<file path="src/rtl/cpu_pkg.sv">
// Shared definitions for the fetch-side PC sequencer: sequencer state encoding,
// default vectors and a small helper for branch-target alignment checks.
package cpu_pkg;

    typedef enum logic [1:0] {
        ST_BOOT   = 2'd0,
        ST_RUN    = 2'd1,
        ST_HALTED = 2'd2
    } pc_state_t;

    localparam logic [31:0] DEF_RESET_VECTOR = 32'h0000_0000;
    localparam logic [31:0] DEF_EXC_VECTOR   = 32'h0000_0008;
    localparam int          DEF_INC          = 4;
    localparam logic [31:0] PLUS8_STEP       = 32'd8;

    // A branch target is misaligned when either of its two low bits is set.
    function automatic logic target_misaligned(input logic [1:0] low_bits);
        return (low_bits != 2'b00);
    endfunction

endpackage

</file>
<file path="src/rtl/pc_next_sel.sv">
// Combinational next-PC / next-state selector for pc_sequencer.
// Applies the per-cycle priority exception > branch > halt > stall > accept.
module pc_next_sel
    import cpu_pkg::*;
#(
    parameter int              WIDTH      = 32,
    parameter int              INC        = DEF_INC,
    parameter logic [WIDTH-1:0] EXC_VECTOR = WIDTH'(DEF_EXC_VECTOR)
) (
    input  pc_state_t        state,
    input  logic [WIDTH-1:0] pc,
    input  logic             stall,
    input  logic             branch_valid,
    input  logic [WIDTH-1:0] branch_target,
    input  logic             exc_valid,
    input  logic             halt_req,
    input  logic             resume,
    input  logic             imem_ready,
    output pc_state_t        state_next,
    output logic [WIDTH-1:0] pc_next,
    output logic             fetch_valid,
    output logic             fetch_accept,
    output logic             misaligned_next
);

    // Priority selection of the next PC, next state and the fetch handshake.
    always_comb begin
        state_next      = state;
        pc_next         = pc;
        fetch_valid     = 1'b0;
        fetch_accept    = 1'b0;
        misaligned_next = 1'b0;
        case (state)
            ST_BOOT: begin
                state_next = ST_RUN;
            end
            ST_RUN: begin
                if (exc_valid) begin
                    pc_next = EXC_VECTOR;
                end else if (branch_valid) begin
                    pc_next         = {branch_target[WIDTH-1:2], 2'b00};
                    misaligned_next = target_misaligned(branch_target[1:0]);
                end else if (halt_req) begin
                    state_next = ST_HALTED;
                end else if (stall) begin
                    pc_next = pc;
                end else begin
                    fetch_valid = 1'b1;
                    if (imem_ready) begin
                        fetch_accept = 1'b1;
                        pc_next      = pc + WIDTH'(INC);
                    end else begin
                        pc_next = pc;
                    end
                end
            end
            ST_HALTED: begin
                if (exc_valid) begin
                    pc_next    = EXC_VECTOR;
                    state_next = ST_RUN;
                end else if (resume && !halt_req) begin
                    state_next = ST_RUN;
                end else begin
                    state_next = ST_HALTED;
                end
            end
            default: begin
                state_next = ST_BOOT;
            end
        endcase
    end

endmodule

</file>
<file path="src/rtl/pc_sequencer.sv">
// Instruction-fetch PC sequencer: BOOT/RUN/HALTED control, branch and
// exception redirect, fetch handshake with instruction memory and a
// saturating accepted-fetch counter.
module pc_sequencer
    import cpu_pkg::*;
#(
    parameter int               WIDTH        = 32,
    parameter logic [WIDTH-1:0] RESET_VECTOR = WIDTH'(DEF_RESET_VECTOR),
    parameter logic [WIDTH-1:0] EXC_VECTOR   = WIDTH'(DEF_EXC_VECTOR),
    parameter int               INC          = DEF_INC,
    parameter int               CNT_W        = 16
) (
    input  logic             clock,
    input  logic             reset,
    input  logic             stall,
    input  logic             branch_valid,
    input  logic [WIDTH-1:0] branch_target,
    input  logic             exc_valid,
    input  logic             halt_req,
    input  logic             resume,
    input  logic             imem_ready,
    output logic [WIDTH-1:0] pc_out,
    output logic [WIDTH-1:0] pc_plus8,
    output logic             pc_valid,
    output logic             misaligned,
    output logic [CNT_W-1:0] fetch_count,
    output logic             halted
);

    pc_state_t        state_r;
    pc_state_t        state_next_s;
    logic [WIDTH-1:0] pc_r;
    logic [WIDTH-1:0] pc_next_s;
    logic             fetch_valid_s;
    logic             fetch_accept_s;
    logic             misaligned_next_s;
    logic             misaligned_r;
    logic             halted_r;
    logic [CNT_W-1:0] count_r;

    pc_next_sel #(
        .WIDTH      (WIDTH),
        .INC        (INC),
        .EXC_VECTOR (EXC_VECTOR)
    ) u_next_sel (
        .state           (state_r),
        .pc              (pc_r),
        .stall           (stall),
        .branch_valid    (branch_valid),
        .branch_target   (branch_target),
        .exc_valid       (exc_valid),
        .halt_req        (halt_req),
        .resume          (resume),
        .imem_ready      (imem_ready),
        .state_next      (state_next_s),
        .pc_next         (pc_next_s),
        .fetch_valid     (fetch_valid_s),
        .fetch_accept    (fetch_accept_s),
        .misaligned_next (misaligned_next_s)
    );

    // State, PC and status flag registers; reset abandons anything pending.
    always_ff @(posedge clock) begin
        if (reset) begin
            state_r      <= ST_BOOT;
            pc_r         <= RESET_VECTOR;
            misaligned_r <= 1'b0;
            halted_r     <= 1'b0;
        end else begin
            state_r      <= state_next_s;
            pc_r         <= pc_next_s;
            misaligned_r <= misaligned_next_s;
            halted_r     <= (state_next_s == ST_HALTED);
        end
    end

    // Accepted-fetch counter, sticking at all-ones instead of wrapping.
    always_ff @(posedge clock) begin
        if (reset) begin
            count_r <= {CNT_W{1'b0}};
        end else if (fetch_accept_s && (count_r != {CNT_W{1'b1}})) begin
            count_r <= count_r + CNT_W'(1'b1);
        end else begin
            count_r <= count_r;
        end
    end

    assign pc_out      = pc_r;
    assign pc_plus8    = pc_r + WIDTH'(PLUS8_STEP);
    assign pc_valid    = fetch_valid_s;
    assign misaligned  = misaligned_r;
    assign fetch_count = count_r;
    assign halted      = halted_r;

endmodule

</file>
<file path="config.mk">
export PLATFORM = sky130hd
export DESIGN_NAME = pc_sequencer
export DESIGN_NICKNAME = d
export VERILOG_FILES = /design/src/rtl/cpu_pkg.sv /design/src/rtl/pc_next_sel.sv /design/src/rtl/pc_sequencer.sv
export SDC_FILE = /design/constraint.sdc
export NUM_CORES = 1
export LEC_CHECK = 0
export CAP_MARGIN = 0
export CORE_MARGIN = 5
export CORE_UTILIZATION = 25
export DETAILED_ROUTE_END_ITERATION = 10
export HOLD_SLACK_MARGIN = 0.06
export SLEW_MARGIN = 20
export SYNTH_ARGS = -nofsm -noshare
export SYNTH_HDL_FRONTEND = slang
export SYNTH_SLANG_ARGS = --single-unit
</file>
<file path="constraint.sdc">
create_clock -name clock -period 2.8 [get_ports clock]
set_clock_uncertainty 0.15 [all_clocks]
set_input_delay 0.28 -clock clock [delete_from_list [all_inputs] [get_ports clock]]
set_output_delay 0.28 -clock clock [all_outputs]
set_load 0.02 [all_outputs]
</file>
==> metrics.md, run 1 <==
| Metric | Value |
|---|---|
| Outcome | `finished, final reports clean` |
| Drt pass-1 iters | `5` |
| Path length in cells of the critical path | `4` |
| Quantity of I/O buffers inserted on ports | `118` |
| Time the final worst path needs with I/O delays and setup | `2.70 ns` |
| Antenna viol nets, final | `0` |
| Source of the worst hold timing path | `reset` |
| Final GP Congestion | `0.833` |
| Area enclosed by the die boundary | `0.0169 mm2` |
| Cell at the root of the clock tree | `sky130_fd_sc_hd__clkbuf_16` |
| Kind of cell adding the most delay to the critical path | `simple AND/OR/NAND/NOR gates` |
| Worst skew pair latency | `0.29 ns` |
| First-pass GRT wire length | `20.2 mm` |
| Average cell area after synthesis | `7.86 um2` |
| CTS H-tree depth | `2` |
| Number of antenna violations at the first check in global routing | `0` |
| Clock tree from TritonCTS | `built` |
| Setup Crit Path Kind | `flip-flop to primary output` |
| Filler cell count | `1456` |
| Final worst-path cycle share | `96.5%` |
| Starting density of the core | `25.7%` |
| Max-slew headroom | `56.2%` |
| Average vias per placed instance | `5.20` |
| Final Power | `1.79 mW` |
| Area share of the leading cell type in the synthesized netlist | `27.9%` |
| DRC | `0` |
| Via count of the first global-routing pass | `3778` |
| Synthesized instance count | `457` |
| Remaining Overflow, GRT | `0` |
| Worst hold slack | `0.250 ns` |
| Number of flip-flops and latches in the synthesized netlist | `50` |
| Sequential area share after synthesis | `27.9%` |
| Maximum number of pins on one net before global-route repair | `46` |
| Layout Nets | `640` |
| Total count of max-transition violations in the final report | `0` |
| Count of pins on the block boundary | `123` |
| Max rail drop VDD | `0.196 mV` |
| Crit-path slowest cell | `sky130_fd_sc_hd__clkdlybuf4s50_1` |
| Startpoint type of the worst setup path | `flip-flop` |
| CP cell instances | `ha_1 > or3b_1 > nor3_1 > clkdlybuf4s50_1` |
| Netlist area before placement | `0.00359 mm2` |
| Crit path required time | `2.37 ns` |
| Chip width | `130 um` |
| Clock sink count | `50` |
| Number of maximum-capacitance constraint violations | `0` |
| Max Clk Rate | `370 MHz` |
| Hold buffers post-CTS | `0` |
| Worst path buffer plus inverter count | `1` |
| Total routed wirelength | `13.1 mm` |
| Pleak | `2.05 nW` |
| Largest stage delay on the critical path | `0.63 ns` |
| Post-synthesis cell type count | `61` |
| Total GRT Usage | `14.9%` |
| Largest fanout on the critical path | `5` |
| Area added between synthesis and finish | `47.8%` |
| Type of destination of the critical path | `primary output` |
| Share of final-layout standard cells stronger than drive strength 1 | `12.3%` |
| Worst hold endpoint | `pc_out[26]` |
| Top cells by instance count after synthesis | `sky130_fd_sc_hd__dfxtp_1 (50), sky130_fd_sc_hd__nor2_1 (50), sky130_fd_sc_hd__nand3_1 (34)` |
| Cells taking the most area after synthesis | `sky130_fd_sc_hd__dfxtp_1 (28%), sky130_fd_sc_hd__xor2_1 (6.1%), sky130_fd_sc_hd__nor2_1 (5.2%)` |
| Total number of vias | `4021` |
| Cell Pwr Density | `336 mW/mm2` |
| Standard-cell row count | `43` |
| Setup slack of the most critical reg-to-reg path | `0.37 ns` |
| Max Buffers Root-to-Sink | `2` |
| Floorplan core area | `0.0140 mm2` |
| Antenna cells | `0` |
| Drt first-iter violations | `384` |
| Worst r2r src | `state_r[0]` |
| Final setup fails | `0` |
| Hold Violations, Final | `0` |
| Unrepaired setup endpoints after global routing | `no` |
| Hold-critical path depth | `4` |
| Cts bufs inserted | `5` |
| EDFF count, synth | `0` |
| R2r worst-path depth | `7` |
| Post-synth top flop | `sky130_fd_sc_hd__dfxtp_1` |
| HPWL reported at the end of detailed placement | `9.98 mm` |
| HP Class | `input pin to flip-flop` |
| Ys async rst share | `0%` |
| Terminus of the critical flop-to-flop path | `pc_out[8]` |
| Worst path arrival time | `2.27 ns` |
| Total of warnings raised by yosys | `0` |
| Tightest Pin Transition | `0.652 ns` |
| Routed WL per cell | `17.0 um` |
| Leading area contributor after synthesis | `sky130_fd_sc_hd__dfxtp_1` |
| Post-CTS setup buffer count | `0` |
| Clock transition at the register clock pins on the worst setup and hold paths after CTS | `0.07 ns` |
| Vert. Die Dim | `130 um` |
[registers in the layout (all words and copies together), names as in the netlist]
| name | count |
|---|---|
| state_r | 2 |
| pc_out | 30 |
| misaligned | 1 |
| fetch_count | 16 |
| halted | 1 |
[metal layers]
layer,global-route usage (%),wire (um)
met3,3.64,1040
met1,20.1,5680
met4,2.57,125
met2,24.7,6290
met5,0,0
[tightest hold or removal path, delay by kind of cell]
kind | cells | cell delay (ns)
buf+inv | 1 | 0.12
compound gates | 1 | 0.09
simple gates | 2 | 0.16
[through the flow]
stage	worst slack, ns	std cells	area (um2)	utilization, %	setup TNS (ns)
after global placement	0.0621	766	5160	36.9	0
after global routing	0.00731	774	5310	38.0	0
after floorplan	0.237	460	3600	-	0
final	0.0981	774	5310	38.0	0
after detailed placement	0.0462	766	5160	36.9	0
after CTS	-0.0215	774	5300	37.9	-0.0215
[timing repair]
action / CTS / global route
cloned: 0 / 0
gates resized for setup: 16 / 4
setup endpoints to repair: 15 / 3
[cell families after synthesis]
family | Yosys count | share of synthesized area [%]
AO/OA/AOI/OAI | 104 | 20.5
XOR/XNOR | 45 | 11.0
adder cells (fa/ha/maj) | 7 | 2.44
buffers and inverters | 51 | 6.72
flip-flops | 50 | 27.9
multiplexers | 3 | 0.836
other | 1 | 0.104
AND/OR/NAND/NOR | 196 | 30.6
[cell usage in the layout, fill, tap and decap left out, drive strengths merged, types with 6 or more instances in the layout]
| master | instances |
|---|---|
| nand3 | 34 |
| o211ai | 6 |
| nand4 | 14 |
| xor2 | 25 |
| buf | 47 |
| a21oi | 19 |
| nor3 | 15 |
| dlygate4sd2 | 13 |
| and2 | 6 |
| and3 | 10 |
| o21ai | 18 |
| nor2 | 52 |
| a22oi | 15 |
| clkbuf | 7 |
| xnor2 | 20 |
| ha | 7 |
| nor4 | 7 |
| inv | 12 |
| nand2 | 32 |
| and4 | 9 |
| clkdlybuf4s50 | 101 |
| dfxtp | 50 |
[how the worst max path moves through the flow]
stage | from | endpoint | slack [ns]
finish | state_r[0] | pc_valid | 0.1
floorplan | pc_out[4] | pc_plus8[29] | 0.24
global route | pc_out[11] | pc_plus8[14] | 0.007
detailed placement | pc_out[4] | pc_plus8[29] | 0.05
CTS | pc_out[7] | pc_plus8[16] | -0.02
global placement | pc_out[3] | pc_plus8[21] | 0.06
[area by class of cell]
cell class              instances  area (um2)  area share [%]
clock buffers                   7         143            2.69
clock inverters                 1        5.00          0.0943
inverters                      13        48.8           0.919
multi-input cells             359        2370            44.7
flip-flops and latches         50        1000            18.9
well taps                     180         225            4.24
repair buffers                164        1510            28.5
[power breakdown]
group | switching, mW | internal, mW | leakage, nW | total, mW
combinational | 0.222 | 0.186 | 1.57 | 0.408
clock | 0.275 | 0.355 | 0.0739 | 0.630
sequential | 0.0196 | 0.728 | 0.404 | 0.748
total | 0.516 | 1.27 | 2.05 | 1.79
No activity file was read; power rests on OpenSTA's default activity.
==> inputs of run 2 (changes only) <==
Settings changed: CORE_MARGIN 5 to 3.
==> metrics.md, run 2 (synthesized netlist as in run 1, its figures left out) <==
| Metric | Value |
|---|---|
| Outcome | `finished, final reports clean` |
| Drt pass-1 iters | `5 (unchanged)` |
| Worst skew pair latency | `0.29 ns (about the same)` |
| Total number of vias | `4011 (-0.25%)` |
| Hold buffers post-CTS | `0 (unchanged)` |
| Type of destination of the critical path | `primary output` |
| Routed WL per cell | `16.8 um (-0.90%)` |
| Clk network pwr share | `34.4% (-0.9 points)` |
| Unrepaired setup endpoints after global routing | `no` |
| Tightest Pin Transition | `0.553 ns (-0.0999 ns)` |
| Startpoint type of the worst setup path | `flip-flop` |
| Average vias per placed instance | `5.20 (+0.14%)` |
| Cell at the root of the clock tree | `sky130_fd_sc_hd__clkbuf_16` |
| Final GP Congestion | `0.842 (+1.0%)` |
| Total count of max-transition violations in the final report | `0 (unchanged)` |
| Max Clk Rate | `374 MHz (+1.2%)` |
| Post-CTS setup buffer count | `0 (unchanged)` |
| Worst hold slack | `0.254 ns (+0.00397 ns)` |
| Worst path arrival time | `2.24 ns (-0.03 ns)` |
| Crit path required time | `2.37 ns (about the same)` |
| Clock tree from TritonCTS | `built` |
| Max Buffers Root-to-Sink | `2 (unchanged)` |
| CTS H-tree depth | `2 (unchanged)` |
| Area added between synthesis and finish | `47.1%` |
| Layout Nets | `638 (-0.31%)` |
| Quantity of I/O buffers inserted on ports | `118 (unchanged)` |
| Clock sink count | `50 (unchanged)` |
| Share of power burned in registers | `42.6% (+0.7 points)` |
| Pleak | `2.08 nW (+1.6%)` |
| Int Pwr | `1.24 mW (-2.6%)` |
| Cts bufs inserted | `5 (unchanged)` |
| Remaining Overflow, GRT | `0 (unchanged)` |
| Standard-cell row count | `43 (unchanged)` |
| Count of pins on the block boundary | `123 (unchanged)` |
| Chip width | `126 um (-3.1%)` |
| HPWL reported at the end of detailed placement | `10.0 mm (+0.31%)` |
| Antenna cells | `0 (unchanged)` |
| Drt first-iter violations | `231 (-40%)` |
| Number of flip-flops in the largest register | `30 (unchanged)` |
| Max-slew headroom | `62.9% (+6.7 points)` |
| Clock transition at the register clock pins on the worst setup and hold paths after CTS | `0.07 ns (about the same)` |
| Final sum of negative setup slack | `0 ns (unchanged)` |
| Hold Violations, Final | `0 (unchanged)` |
| Gate power share | `23.0% (about the same)` |
| Final worst-path cycle share | `95.4% (-1.1 points)` |
| Number of maximum-capacitance constraint violations | `0 (unchanged)` |
| Largest fanout on the critical path | `3 (-2)` |
| HP Class | `input pin to flip-flop` |
| DRC | `0 (unchanged)` |
| First-pass GRT wire length | `20.8 mm (+3.0%)` |
| Switching fraction of total power | `29.5% (+0.63 points)` |
| Time the final worst path needs with I/O delays and setup | `2.67 ns (-0.0308 ns)` |
| Floorplan core area | `0.0140 mm2 (unchanged)` |
| Max rail drop VDD | `0.224 mV (+14%)` |
| Antenna viol nets, final | `0 (unchanged)` |
| Area enclosed by the die boundary | `0.0158 mm2 (-6.1%)` |
| Total routed wirelength | `13.0 mm (-1.3%)` |
| Setup Crit Path Kind | `flip-flop to primary output` |
| Maximum number of pins on one net before global-route repair | `33 (-28%)` |
| Via count of the first global-routing pass | `3931 (+4.0%)` |
| Vert. Die Dim | `126 um (-3.1%)` |
| Most common cell after layout, fill and taps aside | `sky130_fd_sc_hd__clkdlybuf4s50_1` |
| Cell Pwr Density | `332 mW/mm2 (-1.3%)` |
| Total GRT Usage | `15.9% (+0.93 points)` |
| Net switching power figure | `0.518 mW (+0.35%)` |
| Share of final-layout standard cells stronger than drive strength 1 | `11.8% (-0.45 points)` |
| Starting density of the core | `25.7% (unchanged)` |
| Final setup fails | `0 (unchanged)` |
| Number of antenna violations at the first check in global routing | `0 (unchanged)` |
| Most frequent cells in the layout | `sky130_fd_sc_hd__clkdlybuf4s50_1 (99), sky130_fd_sc_hd__dfxtp_1 (50), sky130_fd_sc_hd__nor2_1 (49)` |
| Filler cell count | `1435 (-1.4%)` |
==> run 2: cell count changes in the layout (fill, tap and decap cells not counted), sizes merged <==
cell           delta
clkinv            +1
clkdlybuf4s50     -2
clkbuf            -2
dlymetal6s2s      +3
dlygate4sd2       -2
buf               -2
clkdlybuf4s15     +1
==> run 2: worst paths after layout <==
path,start,end,slack [ns],depth (start not counted)
worst max-delay path,pc_out[4],pc_plus8[19],0.13,7
worst min-delay path,reset,pc_out[24],0.25,2
worst max register to register,state_r[1],fetch_count[8],0.44,8
worst min register to register,pc_out[31],pc_out[31],0.39,2
==> run 2: worst max-delay path: stages (launching register included) <==
cell                            delay, ns
sky130_fd_sc_hd__dfxtp_1             0.35
sky130_fd_sc_hd__ha_1                0.18
sky130_fd_sc_hd__inv_1               0.05
sky130_fd_sc_hd__or4_4               0.58
sky130_fd_sc_hd__buf_4               0.17
sky130_fd_sc_hd__nor3_2              0.12
sky130_fd_sc_hd__xor2_1              0.15
sky130_fd_sc_hd__dlygate4sd2_1       0.34
==> run 2: what timing repair did <==
action                     CTS  global route
setup endpoints to repair   12             7
resized for setup           13             8
pin swaps                    0             0
==> run 2: per-stage QoR <==
step / power [mW] / worst slack (ns) / instances / util (%) / area, um2
after floorplan: 0.975 / 0.237 / 460 / - / 3600
after global placement: 1.17 / 0.0662 / 764 / 36.8 / 5140
after detailed placement: 1.17 / 0.0194 / 764 / 36.8 / 5140
after CTS: 1.77 / 0.00995 / 771 / 37.6 / 5270
after global routing: 1.83 / 0.00885 / 771 / 37.8 / 5280
final: 1.75 / 0.129 / 771 / 37.8 / 5280
==> run 2: power groups by stage <==
stage / sequential (mW) / clock, mW / combinational (mW)
finish: 0.748 / 0.603 / 0.404
global route: 0.750 / 0.641 / 0.436
CTS: 0.747 / 0.615 / 0.405
detailed placement: 0.764 / 0 / 0.406
global placement: 0.763 / 0 / 0.403
floorplan: 0.783 / 0 / 0.192
==> run 2: area by class of cell <==
cell class	instances	area [um2]	area share, %
inverter	13	48.8	0.924
multi-input combinational	359	2370	44.8
timing repair buffer	162	1510	28.5
clock buffer	5	125	2.37
sequential	50	1000	18.9
clock inverter	2	10.0	0.189
tap	180	225	4.26
==> run 2: per-layer routing <==
metal	up-vias	wire (um)	track usage, %
li1	1931	-	-
met1	1916	5770	21.4
met2	152	6230	26.7
met3	12	833	2.84
met4	0	124	3.15
met5	-	0	0
==> inputs of run 3 (changes only) <==
Settings changed: PLACE_DENSITY set to 0.54.
==> metrics.md, run 3 (synthesized netlist as in run 1, its figures left out) <==
| Metric | Value |
|---|---|
| Unrepaired setup endpoints after global routing | `no` |
| Hold buffers post-CTS | `0 (unchanged)` |
| Floorplan core area | `0.0140 mm2 (unchanged)` |
| Antenna cells | `0 (unchanged)` |
| Quantity of I/O buffers inserted on ports | `118 (unchanged)` |
| Area added between synthesis and finish | `48.4%` |
| Largest fanout on the critical path | `3 (unchanged)` |
| CTS H-tree depth | `2 (unchanged)` |
| Gate power share | `21.9% (-1.1 points)` |
| Final GP Congestion | `0.832 (-1.1%)` |
| Total count of max-transition violations in the final report | `0 (unchanged)` |
| Int Pwr | `1.33 mW (+7.7%)` |
| Number of antenna violations at the first check in global routing | `0 (unchanged)` |
| Final worst-path cycle share | `94.8% (-0.56 points)` |
| Instance area at placement | `0.00517 mm2 (+0.58%)` |
| Cell Pwr Density | `349 mW/mm2 (+5.2%)` |
| Startpoint type of the worst setup path | `flip-flop` |
| Standard-cell row count | `43 (unchanged)` |
| Drt pass-1 iters | `5 (unchanged)` |
| Total routed wirelength | `13.5 mm (+3.9%)` |
| Worst path arrival time | `2.23 ns (about the same)` |
| Most common cell after layout, fill and taps aside | `sky130_fd_sc_hd__clkdlybuf4s50_1` |
| HPWL reported at the end of detailed placement | `10.1 mm (+1.3%)` |
| Maximum number of pins on one net before global-route repair | `43 (+30%)` |
| Total GRT Usage | `16.5% (+0.67 points)` |
| Remaining Overflow, GRT | `0 (unchanged)` |
| Drt first-iter violations | `326 (+41%)` |
| Cts bufs inserted | `5 (unchanged)` |
| Routed WL per cell | `17.3 um (+3.2%)` |
| Number of maximum-capacitance constraint violations | `0 (unchanged)` |
| Count of pins on the block boundary | `123 (unchanged)` |
| First-pass GRT wire length | `21.4 mm (+2.9%)` |
| Worst path buffer plus inverter count | `3 (unchanged)` |
| Max Clk Rate | `377 MHz (+0.59%)` |
| Tightest Pin Transition | `0.936 ns (+0.383 ns)` |
| Share of final-layout standard cells stronger than drive strength 1 | `12.8% (+0.91 points)` |
| Layout Nets | `642 (+0.63%)` |
| Final setup fails | `0 (unchanged)` |
| DRC | `0 (unchanged)` |
| Max-slew headroom | `37.3% (-26 points)` |
| HP Class | `input pin to flip-flop` |
| Vert. Die Dim | `126 um (unchanged)` |
| Number of flip-flops in the largest register | `30 (unchanged)` |
| Cell at the root of the clock tree | `sky130_fd_sc_hd__clkbuf_16` |
| Pleak | `2.09 nW (+0.63%)` |
| Max Buffers Root-to-Sink | `2 (unchanged)` |
| Crit-path slowest cell | `sky130_fd_sc_hd__or4_4` |
| Total number of vias | `4027 (+0.40%)` |
| Max rail drop VDD | `0.207 mV (-7.5%)` |
| Clock transition at the register clock pins on the worst setup and hold paths after CTS | `0.07 ns (about the same)` |
| Setup Crit Path Kind | `flip-flop to primary output` |
| Net switching power figure | `0.531 mW (+2.5%)` |
| Outcome | `finished, final reports clean` |
| Share of power burned in registers | `40.2% (-2.4 points)` |
| Worst skew pair latency | `0.29 ns (about the same)` |
| Via count of the first global-routing pass | `3847 (-2.1%)` |
| Final sum of negative setup slack | `0 ns (unchanged)` |
| Largest stage delay on the critical path | `0.58 ns (about the same)` |
| Final cell area excluding filler cells | `0.00533 mm2 (+0.88%)` |
| Hold Violations, Final | `0 (unchanged)` |
| Most frequent cells in the layout | `sky130_fd_sc_hd__clkdlybuf4s50_1 (98), sky130_fd_sc_hd__dfxtp_1 (50), sky130_fd_sc_hd__nor2_1 (49)` |
| Antenna viol nets, final | `0 (unchanged)` |
| Starting density of the core | `25.7% (unchanged)` |
| Average vias per placed instance | `5.19 (-0.25%)` |
| Area enclosed by the die boundary | `0.0158 mm2 (unchanged)` |
| Clock sink count | `50 (unchanged)` |
| Clk network pwr share | `37.9% (+3.5 points)` |
| Type of destination of the critical path | `primary output` |
| CP cell instances | `ha_1 > inv_1 > or4_4 > buf_4 > nor3_2 > xor2_1 > dlygate4sd2_1` |
| Chip width | `126 um (unchanged)` |
| Time the final worst path needs with I/O delays and setup | `2.66 ns (-0.0157 ns)` |
| Switching fraction of total power | `28.5% (-1.0 points)` |
| Clock tree from TritonCTS | `built` |
| Kind of cell adding the most delay to the critical path | `simple AND/OR/NAND/NOR gates` |
| Crit path required time | `2.37 ns (about the same)` |
## run 3: cell count changes in the layout (fill, tap and decap cells not counted), sizes merged
| cell | delta |
|---|---|
| buf | +4 |
| dlygate4sd2 | +3 |
| dlymetal6s2s | -2 |
| bufinv | +1 |
| clkbuf | +1 |
| clkdlybuf4s15 | -1 |
| clkdlybuf4s50 | -1 |
## run 3: timing repair
action	4_1_cts	5_1_grt
endpoints found under the setup margin	15	5
setup buffers	0	0
gates resized for setup	16	8
pin swaps	0	0
hold endpoints to repair	0	0
## run 3: power by group through the flow
stage / clock [mW] / combinational [mW] / sequential (mW)
finish: 0.706 / 0.408 / 0.749
global route: 0.746 / 0.439 / 0.751
CTS: 0.725 / 0.409 / 0.748
detailed placement: 0 / 0.411 / 0.765
global placement: 0 / 0.410 / 0.763
floorplan: 0 / 0.192 / 0.783
## run 3: path summary, 6_finish.rpt
kind	from	endpoint	slack, ns	depth (start not counted)
max reg2reg	state_r[0]	pc_out[10]	0.32	8
min reg2reg	fetch_count[4]	fetch_count[4]	0.38	2
max	pc_out[3]	pc_plus8[19]	0.14	7
min	reset	pc_out[2]	0.20	2
## run 3: routing by layer
layer  GRT usage (%)  up-vias  wire [um]
met5               0        -          0
met4            4.29        0        205
met3            2.93       14        858
met2            26.1      158       6140
met1            23.5     1910       6250
li1                -     1945          -
## run 3: final cells by class
cell class                      instances  area (um2)
Sequential cell                        50        1000
Multi-Input combinational cell        359        2370
Clock buffer                            5         125
Fill cell                            1454        8660
Clock inverter                          3        40.0
Inverter                               13        48.8
Timing Repair Buffer                  166        1520
Tap cell                              180         225
## run 3: metrics by stage
stage                     util [%]  total power, mW  setup WS [ns]  hold WS, ns  cells
after CTS                     38.0             1.88         0.0194        0.188    776
after global placement        37.0             1.17         0.0695        0.360    768
after detailed placement      37.0             1.18        -0.0178        0.365    768
final                         38.1             1.86          0.145        0.196    776
after global routing          38.1             1.94      0.0000175        0.203    776
after floorplan                  -            0.975          0.237        0.278    460
